### config.mk
export PLATFORM = sky130hd
export DESIGN_NAME = pc_ctrl
export DESIGN_NICKNAME = d
export VERILOG_FILES = /design/src/rtl/pc_ctrl.sv
export SDC_FILE = /design/constraint.sdc
export NUM_CORES = 1
export LEC_CHECK = 0
export CAP_MARGIN = 20
export CORE_MARGIN = 2
export CORE_UTILIZATION = 40
export DETAILED_ROUTE_END_ITERATION = 7
export PLACE_DENSITY = 0.64
export SLEW_MARGIN = 0
export SYNTH_ARGS = -nofsm -noshare
export SYNTH_HDL_FRONTEND = slang
export SYNTH_SLANG_ARGS = --single-unit
### constraint.sdc
create_clock -name clk -period 4.9 [get_ports clk]
set_input_delay 0.49 -clock clk [delete_from_list [all_inputs] [get_ports clk]]
set_output_delay 0.49 -clock clk [all_outputs]
set_load 0.02 [all_outputs]
### src/rtl/pc_ctrl.sv
// Program counter controller: next-PC selection (trap/stall/ret/jump/branch/sequential)
// with a circular return-address stack and trap EPC capture.
module pc_ctrl #(
  parameter int unsigned     XLEN      = 32,
  parameter int unsigned     STEP      = 1,
  parameter logic [XLEN-1:0] RESET_VEC = '0,
  parameter logic [XLEN-1:0] TRAP_VEC  = XLEN'(32'h0000_0010),
  parameter int unsigned     RAS_DEPTH = 4
) (
  input  logic                               clk,
  input  logic                               reset,
  input  logic                               stall,
  input  logic                               branch,
  input  logic                               zero,
  input  logic [XLEN-1:0]                    br_target,
  input  logic                               jump,
  input  logic [XLEN-1:0]                    jmp_target,
  input  logic                               call,
  input  logic                               ret,
  input  logic                               trap,
  output logic [XLEN-1:0]                    pc,
  output logic [XLEN-1:0]                    pc_inc,
  output logic [XLEN-1:0]                    epc,
  output logic [$clog2(RAS_DEPTH+1)-1:0]     ras_count,
  output logic                               ras_empty,
  output logic                               ras_full,
  output logic                               ras_underflow
);

  localparam int unsigned CW = $clog2(RAS_DEPTH + 1);
  localparam int unsigned PW = $clog2(RAS_DEPTH);

  logic [XLEN-1:0] pc_q, pc_d;
  logic [XLEN-1:0] epc_q, epc_d;
  logic [PW-1:0]   sp_q, sp_d, sp_inc, sp_dec;
  logic [CW-1:0]   cnt_q, cnt_d;
  logic            und_q, und_d;
  logic            stack_empty, stack_full;
  logic            do_push;

  logic [XLEN-1:0] ras_mem_q [RAS_DEPTH];
  logic            ras_we;
  logic [PW-1:0]   ras_waddr;
  logic [XLEN-1:0] ras_wdata;

  // sp_q is the next write slot; when full it also indexes the oldest entry.
  assign sp_inc      = (sp_q == PW'(RAS_DEPTH - 1)) ? '0 : sp_q + PW'(1);
  assign sp_dec      = (sp_q == '0) ? PW'(RAS_DEPTH - 1) : sp_q - PW'(1);
  assign stack_empty = (cnt_q == '0);
  assign stack_full  = (cnt_q == CW'(RAS_DEPTH));

  assign pc            = pc_q;
  assign pc_inc        = pc_q + XLEN'(STEP);
  assign epc           = epc_q;
  assign ras_count     = cnt_q;
  assign ras_empty     = stack_empty;
  assign ras_full      = stack_full;
  assign ras_underflow = und_q;

  always_comb begin
    pc_d      = pc_q;
    epc_d     = epc_q;
    sp_d      = sp_q;
    cnt_d     = cnt_q;
    und_d     = 1'b0;
    do_push   = 1'b0;
    ras_we    = 1'b0;
    ras_waddr = sp_q;
    ras_wdata = pc_inc;

    if (trap) begin
      pc_d  = TRAP_VEC;
      epc_d = pc_q;
    end else if (!stall) begin
      if (ret) begin
        if (!stack_empty) begin
          pc_d = ras_mem_q[sp_dec];
          // call+ret swaps the top entry in place instead of pop-then-push
          if (call) begin
            ras_we    = 1'b1;
            ras_waddr = sp_dec;
          end else begin
            sp_d  = sp_dec;
            cnt_d = cnt_q - CW'(1);
          end
        end else begin
          pc_d    = pc_inc;
          und_d   = 1'b1;
          do_push = call;
        end
      end else if (jump) begin
        pc_d    = jmp_target;
        do_push = call;
      end else if (branch && zero) begin
        pc_d = br_target;
      end else begin
        pc_d = pc_inc;
      end
    end

    if (do_push) begin
      ras_we    = 1'b1;
      ras_waddr = sp_q;
      sp_d      = sp_inc;
      if (!stack_full) cnt_d = cnt_q + CW'(1);
    end
  end

  always_ff @(posedge clk or posedge reset) begin
    if (reset) begin
      pc_q  <= RESET_VEC;
      epc_q <= '0;
      sp_q  <= '0;
      cnt_q <= '0;
      und_q <= 1'b0;
    end else begin
      pc_q  <= pc_d;
      epc_q <= epc_d;
      sp_q  <= sp_d;
      cnt_q <= cnt_d;
      und_q <= und_d;
    end
  end

  always_ff @(posedge clk) begin
    if (ras_we) ras_mem_q[ras_waddr] <= ras_wdata;
  end

endmodule

### Yosys cells after proc, flatten, opt, wreduce, memory -nomap -nowiden

Memories as Yosys holds them, arrays and structs flattened.
Index checks and enable logic that the tools add are counted.

| word-level totals | value |
|---|---|
| output and inout port bits | 102 |
| register bits after elaboration | 70 |
| memories kept | 1 |
| RAM bits | 128 |
| input bits | 73 |

Memory list:

| memory | depth | width | read ports | clocked after Yosys merged registers in | write ports | RTL line | source |
|---|---|---|---|---|---|---|---|
| ras_mem_q | 4 | 32 | 1 | 0 | 1 | 41 | `logic [XLEN-1:0] ras_mem_q [RAS_DEPTH];` |

| operators by class | value |
|---|---|
| add/sub/neg operators | 5 |
| muxes and demuxes | 44 |
| equality and inequality tests | 7 |
| reduce and logical (&&, ||, !) cells | 5 |

Operator list:

| operator | count |
|---|---|
| $mux W32 | 6 |
| $add A32 B1 Y32 const B | 1 |
| $mux W2 | 14 |
| $mux W3 | 7 |
| $mux W1 | 17 |
| $ne A2 B1 Y1 const B | 5 |
| $reduce_and A5 Y1 | 1 |
| $add A3 B1 Y3 const B | 1 |
| $eq A3 B3 Y1 const B | 1 |
| $logic_not A3 Y1 | 1 |
| $sub A3 B1 Y3 const B | 1 |
| $add A2 B1 Y2 const B | 1 |
| $eq A2 B2 Y1 const B | 1 |
| $logic_not A2 Y1 | 1 |
| $reduce_bool A2 Y1 | 1 |
| $sub A2 B1 Y2 const B | 1 |
| $logic_and A1 B1 Y1 | 1 |

### Depth between registers and ports, before layout

| depth | value |
|---|---|
| word-level depth | 8 |
| gate-level depth with buffers | 10 |

### Least setup slack after synthesis

OpenSTA, ideal clock, no wires.

| timing | value |
|---|---|
| path kind | flip-flop to flip-flop |
| start point | reg cnt_q[0] (netlist: ras_count[0]) |
| end point | mem ras_mem_q[1][0] (enable) |
| stages on the path, launching flop included | 8 |
| buffers on the path | 1 |
| path slack | 0.347 ns |
| setup time | 0.472 ns |
| arrival | 4.081 ns |
| cells stage by stage | dfrtp_1 > inv_1 > ha_1 > nand2b_1 > buf_2 > inv_1 > or3_1 > o32ai_1 |

| between the ends | value |
|---|---|
| word-level cells in the longest chain between the ends | 8 |
| elaborated cells on any way between the ends | 17 |
| those cells by class | 16 x mux; 1 x reduce/logical |

Ends and longest elaborated chain:

| what | RTL line | source |
|---|---|---|
| start, declared | 36 | `logic [CW-1:0] cnt_q, cnt_d;` |
| start signal, assigned | 120 | `cnt_q <= cnt_d;` |
| $logic_not A3 Y1 * | 49 | `assign stack_empty = (cnt_q == '0);` |
| named net ras_empty | 25 | `output logic ras_empty,` |
| $mux W1 | 76 | `if (!stack_empty) begin` |
| $mux W1 | 75 | `if (ret) begin` |
| $mux W1 | 74 | `end else if (!stall) begin` |
| $mux W1 | 71 | `if (trap) begin` |
| $mux W1 | 101 | `if (do_push) begin` |
| $mux W1 | 126 | `if (ras_we) ras_mem_q[ras_waddr] <= ras_wdata;` |
| $mux W1 (not written as such) | 126 |  |
| end, declared | 41 |  |

Mark *: on every way through the listed nets, which the timed path passes. The rest lies on a longest branch.

### Final worst setup path

| timing | value |
|---|---|
| start point | reg pc_q[1] (netlist: pc[1]) |
| end point | out pc_inc[18] |

| between the ends | value |
|---|---|
| word-level cells in the longest chain between the ends | 1 |

Ends and longest elaborated chain:

| what | RTL line | source |
|---|---|---|
| start, declared | 33 | `logic [XLEN-1:0] pc_q, pc_d;` |
| start signal, assigned | 117 | `pc_q <= pc_d;` |
| $add A32 B1 Y32 | 53 | `assign pc_inc = pc_q + XLEN'(STEP);` |
| end, declared | 22 | `output logic [XLEN-1:0] pc_inc,` |

No other way between the ends.

==> impl_metrics.yaml <==
drt:
  drt_pass1_iterations: 5
  wirelength_um: 30600
  vias: 7917
  drc: 0
  ant_nets: 0
  drt_iter0_drc: 781
  routed_via_density: 5.90
  wl_per_cell_um: 22.8
critical_path:
  path_cells: "ha_1 > and3_1 > nand4_1 > nor2_1 > xor2_1 > clkdlybuf4s50_1"
  r2r-end: "ras_mem_q[0][11]"
  startpoint: "pc[1]"
  arrival_ns: 3.38
  end_kind: "output pin"
  cp-start-kind: "flop"
  crit_path_max_fanout: 11
  r2r_setup_slack_ns: 1.74
  r2r_start: "ras_count[0]"
  cp_slowest_cell: "clkdlybuf4s50_1"
  reg2reg_depth: 8
  worstPathRequired_ns: 4.41
  critical_path_class: "reg -> out"
  max_stage_delay_ns: 0.74
cts:
  cts_root_buffer: "clkbuf_16"
  numCtsBuffers: 17
  h-tree-depth: 4
  cts_buffer_depth: 2
  ctsHoldBuffers: 0
  ctsResizeCount: 0
  cts_sinks: 198
  cts.clk_slew.worst_paths_ns: 0.07
  cts_tree: "yes"
  clock_latency_ns: 0.44
  cts_setup_buffers: 0
synth:
  yosysTopAreaCell: "edfxtp_1"
  synth_edf_count: 128
  synthCells: 859
  synth_top_family_by_area: "simple AND/OR/NAND/NOR gates"
  synth_simple_gate_area_frac: 0.162
  synthAdderAreaFrac: 0.00766
  ys_ff_latch: 198
  synthXorXnorAreaFrac: 0.0152
  seq_area_frac_synth: 0.571
  ys.flop_type: "edfxtp_1"
  yosys.area.top_type_share: 0.392
  netlist_top_cells_area: "edfxtp_1, dfrtp_1, nand2_1, mux2_2, o21ai_0"
  muxShareOfSynthArea: 0.0634
  ys_async_sr_fraction: 0.354
  yosys.cell_types.count: 78
  yosys_warnings: 0
  netlist_area_um2: 9790
  syn_nets: 938
  avgSynthCellArea_um2: 11.4
  synth-compound-area-share: 0.135
place:
  gp_congestion: 0.828
  port_buffers: 174
  dpl.hpwl_um: 20300
  placed_cell_area_um2: 11800
pwr:
  power_frac_seq: 0.393
  pwr-share-clk: 0.212
  power.internal_uw: 3770
  p_sw_uw: 2410
  swShare: 0.389
  p_comb_frac: 0.395
  power.density_nw_per_um2: 503
  p_leak_uw: 0.00447
  ir_drop_mv: 0.186
timing:
  fmax_mhz: 258
  hold_viol_final: 0
  max_slew_margin: 0.295
  slew_viol_final: 0
  setup_viol: 0
  period_share: 0.791
  tightestPinTransition_ns: 1.05
  period_needed_ns: 3.87
  rsz0062_at_grt: "false"
  tns_ns: 0
  finClkSkew_ns: 0.0101
global_routing:
  grt.overflow.total: 0
  grt_max_degree: 57
  antenna_found_initial: 1
  grt_usage: 0.239
  grt_first_pass_wirelength_um: 46400
  grt_pass1_vias: 7569
run:
  drv_cap: 0
floorplanning:
  rows: 57
  core-area_um2: 24200
  die_x_um: 160
  die-area_um2: 25800
  io_pins: 175
  die_h_um: 160
  initial_core_util: 0.405
layout:
  diodes: 0
  post_route_cells_drive_above_1_share: 0.116
  final_area_um2: 12300
  area_growth_syn_to_layout_pct: 25.5
  final_nets: 1083
run_status:
  status: "complete, no violations"
worst_hold_path:
  worst_hold_path_type: "in -> async"
-- worst max-delay path by stage --
stage / end / slack (ns) / depth (start not counted)
after floorplan: ras_mem_q[1][0] / 0.35 / 7
after global placement: ras_mem_q[0][11] / 1.51 / 6
after detailed placement: ras_mem_q[1][30] / 1.39 / 6
after CTS: pc_inc[20] / 1.06 / 7
after global routing: pc_inc[18] / 0.77 / 6
final: pc_inc[18] / 1.03 / 6
-- through the flow --
step | instances | setup WS (ns) | utilization | power (uW) | hold WS, ns
floorplan | 859 | 0.347 | - | 3840 | 0.498
global placement | 1309 | 1.51 | 0.486 | 4850 | 0.491
detailed placement | 1309 | 1.39 | 0.486 | 4890 | 0.496
CTS | 1341 | 1.06 | 0.508 | 6190 | 0.395
global route | 1341 | 0.767 | 0.508 | 6460 | 0.417
finish | 1341 | 1.03 | 0.508 | 6180 | 0.380
-- critical path: cells and delay by family, from the launching register on --
| family | cells | cell delay, ns |
|---|---|---|
| fa+ha+maj | 1 | 0.24 |
| simple gates | 3 | 1.14 |
| buf+inv | 1 | 0.74 |
| xor+xnor | 1 | 0.33 |
| flops | 1 | 0.49 |
-- registers in the layout, summed over array words and instances (netlist names) --
register       count
ras_count          3
ras_mem_q        128
ras_underflow      1
pc                32
sp_q               2
epc               32
-- layer usage --
layer | global-route usage | routed length [um] | up-vias | share of wire
met5 | 0 | 0 | - | 0
met4 | 0.0647 | 525 | 0 | 0.017
met3 | 0.0480 | 2660 | 34 | 0.087
met2 | 0.380 | 14200 | 371 | 0.46
met1 | 0.335 | 13300 | 3974 | 0.43
li1 | - | - | 3538 | -
-- cell type report --
cell class	count	area (um2)
inverters	29	110
multi-input cells	572	3820
well taps	324	405
clock inverters	12	91.3
fillers	2137	11900
repair buffers	186	1820
clock buffers	20	447
flip-flops and latches	198	5600
-- cells in the mapped netlist (6+ instances only) --
| library cell | count |
|---|---|
| nand2_1 | 134 |
| edfxtp_1 | 128 |
| dfrtp_1 | 70 |
| o21ai_0 | 39 |
| mux2_2 | 32 |
| nand3_1 | 32 |
| inv_1 | 29 |
| a31oi_1 | 27 |
| nor2_1 | 26 |
| nor3_1 | 26 |
| clkbuf_1 | 23 |
| buf_2 | 21 |
| nand2b_1 | 16 |
| o211ai_1 | 15 |
| o31ai_1 | 14 |
| xnor2_1 | 14 |
| a21oi_1 | 12 |
| a32oi_1 | 11 |
| nand4_1 | 11 |
| nor2b_1 | 9 |
| o221ai_1 | 9 |
| or2_2 | 9 |
| mux2i_1 | 8 |
| mux4_2 | 8 |
| and3_1 | 7 |
| or3_1 | 7 |
| ha_1 | 6 |
| nor4_1 | 6 |
| o22ai_1 | 6 |
| o31a_1 | 6 |
-- power by group through the flow --
stage | Clock, uW | Sequential, uW | Combinational, uW
finish | 1310 | 2430 | 2440
global route | 1390 | 2460 | 2610
CTS | 1330 | 2420 | 2440
detailed placement | 0 | 2450 | 2430
global placement | 0 | 2440 | 2410
floorplan | 0 | 2510 | 1330
-- cell usage in the layout, fill, tap and decap left out, types with 15 or more instances in the layout --
cell type	netlist	layout
a31oi_1	27	27
clkbuf_16	0	17
clkdlybuf4s50_1	0	172
dfrtp_1	70	70
edfxtp_1	128	128
inv_1	29	28
mux2_2	32	32
nand2_1	134	134
nand2b_1	16	15
nand3_1	32	32
nor2_1	26	26
nor3_1	26	26
o211ai_1	15	15
o21ai_0	39	39
-- logic make-up (layout without fill, tap and decap cells) --
family | Yosys count | count (layout)
AOI/OAI and AO/OA | 186 | 186
xor gates and xnor gates | 17 | 17
adders and majority gates | 6 | 6
buffers and inverters | 89 | 247
DFF | 198 | 198
muxes | 48 | 48
and+or+nand+nor | 315 | 315
Power figures use the tool's default switching activity.
==> RTL change, RTL diff (same settings) <==
Change the parameter `XLEN` from 32 to 48.
--- a/src/rtl/pc_ctrl.sv
+++ b/src/rtl/pc_ctrl.sv
@@ -1,7 +1,7 @@
 // Program counter controller: next-PC selection (trap/stall/ret/jump/branch/sequential)
 // with a circular return-address stack and trap EPC capture.
 module pc_ctrl #(
-  parameter int unsigned     XLEN      = 32,
+  parameter int unsigned     XLEN      = 48,
   parameter int unsigned     STEP      = 1,
   parameter logic [XLEN-1:0] RESET_VEC = '0,
   parameter logic [XLEN-1:0] TRAP_VEC  = XLEN'(32'h0000_0010),
Interface: changed (5 resized); port bits go from 175 to 255. No check against the original RTL was run, so the function may have changed too.
==> RTL change against the unedited design <==
Combinational power up 29%. Global-route usage down 1.0 points. First-iteration DRC count up 1.4%. Wire length up 34%. Worst hold slack worse by 0.070 ns. Count of clock-buffer cells in the layout up 30. Power up 49%. Setup slack worse by 0.68 ns. Synthesized area up 39%. Sequential share of layout area up 1.1 points. Critical path type unchanged. Final area up 45%. Sequential cell count up 96. Maximum frequency down 15%.
==> RTL change: results (changes against the unedited design) <==
metric,value,unit,change
io_buffer_count,254,,+46%
synth_seq_area_share,0.6119,,+0.04059
p_leak,6.675,nW,+49%
dp_slack,0.9099,ns,-0.4785 ns
skew,0.02091,ns,+0.01077 ns
inverters,17,,-41%
crit_arrival,4.06,ns,+0.68 ns
grt_pass1_vias,10047,,+33%
dp_hpwl,27420,um,+35%
num_vias,10106,,+28%
clockBufferDepth,3,,+1
p_sw,0.003139,W,+30%
seq_cell_count,294,,+48%
slowest_stage,nor4_4,,
max-vdd-ir-drop,0.0002925,V,+57%
clkbuf_count,50,,+150%
slew_headroom,0.3739,,+0.07885
grt_usage,0.2282,,-0.01040
largest_reg_flops,192,,+50%
num-multi-input-gates,653,,+14%
buffers,279,,+50%
grt_first_pass_wirelength,61810,um,+33%
synthTopCellsByCount,"192 x edfxtp_1, 102 x dfrtp_1, 92 x nand2_1",,
route.met2.wl,19810,um,+40%
seqPwrFrac,0.375,,-0.018
outcome,completed,,
m1WireLength,17530,um,+32%
final_layout_size_suffix_gt1_frac,0.1227,,+0.006672
p_clk,0.00261,W,+99%
antenna_found_initial,0,,-1
grt_max_degree,51,,-11%
synth_area_leaders,"edfxtp_1 42%, dfrtp_1 19%, mux2_2 4.1%",,
synth_fp_nets,1151,,+23%
==> RTL change: cell types whose count changed after synthesis, sizes merged, moves of 19 or more <==
cell    unedited run  this run
dfrtp             70       102
nand2            135        92
xnor2             14        33
o21ai             40        60
edfxtp           128       192
a221oi             4        25
o221ai             9        47
mux2i              8        54
==> RTL change: routing by layer <==
metal / vias up / GRT usage
li1: 4579 / -
met1: 5108 / 0.3092
met2: 365 / 0.3799
met3: 54 / 0.04209
met4: 0 / 0.05859
met5: - / 0
==> RTL change: logic make-up (layout without fill, tap and decap cells) <==
kind of cell	after synthesis	in the layout	synth area share
AND/OR/NAND/NOR	244	244	0.09406
buffers and inverters	93	357	0.02798
multiplexers	113	113	0.09692
XOR/XNOR	40	40	0.02577
adder cells (fa/ha/maj)	6	6	0.005522
AO/OA/AOI/OAI	250	250	0.1379
flip-flops	294	294	0.6119
==> RTL change: final timing paths <==
kind / startpoint / to / slack, ns / cells after the start
worst max-delay path: pc[13] / pc_inc[42] / 0.35 / 6
worst min-delay path: reset / pc[15] / 0.31 / 2
worst max register to register: sp_q[0] / ras_mem_q[1][14] / 1.38 / 6
worst min register to register: epc[44] / epc[44] / 0.50 / 1
max in group asynchronous: reset / pc[44] / 3.59 / 3
min in group clk: trap / epc[15] / 0.46 / 2
==> RTL change: stage by stage <==
stage                     instances  utilization  area (um^2)  total power (W)  hold slack [ns]
final                          1752       0.5324        17850         0.009216           0.3094
after global routing           1752       0.5324        17850         0.009642           0.3341
after CTS                      1751       0.5320        17840         0.009293           0.3112
after detailed placement       1690       0.4979        16700         0.006674           0.4944
after global placement         1690       0.4979        16700         0.006633           0.4904
after floorplan                1040            -        13600         0.005282           0.5106
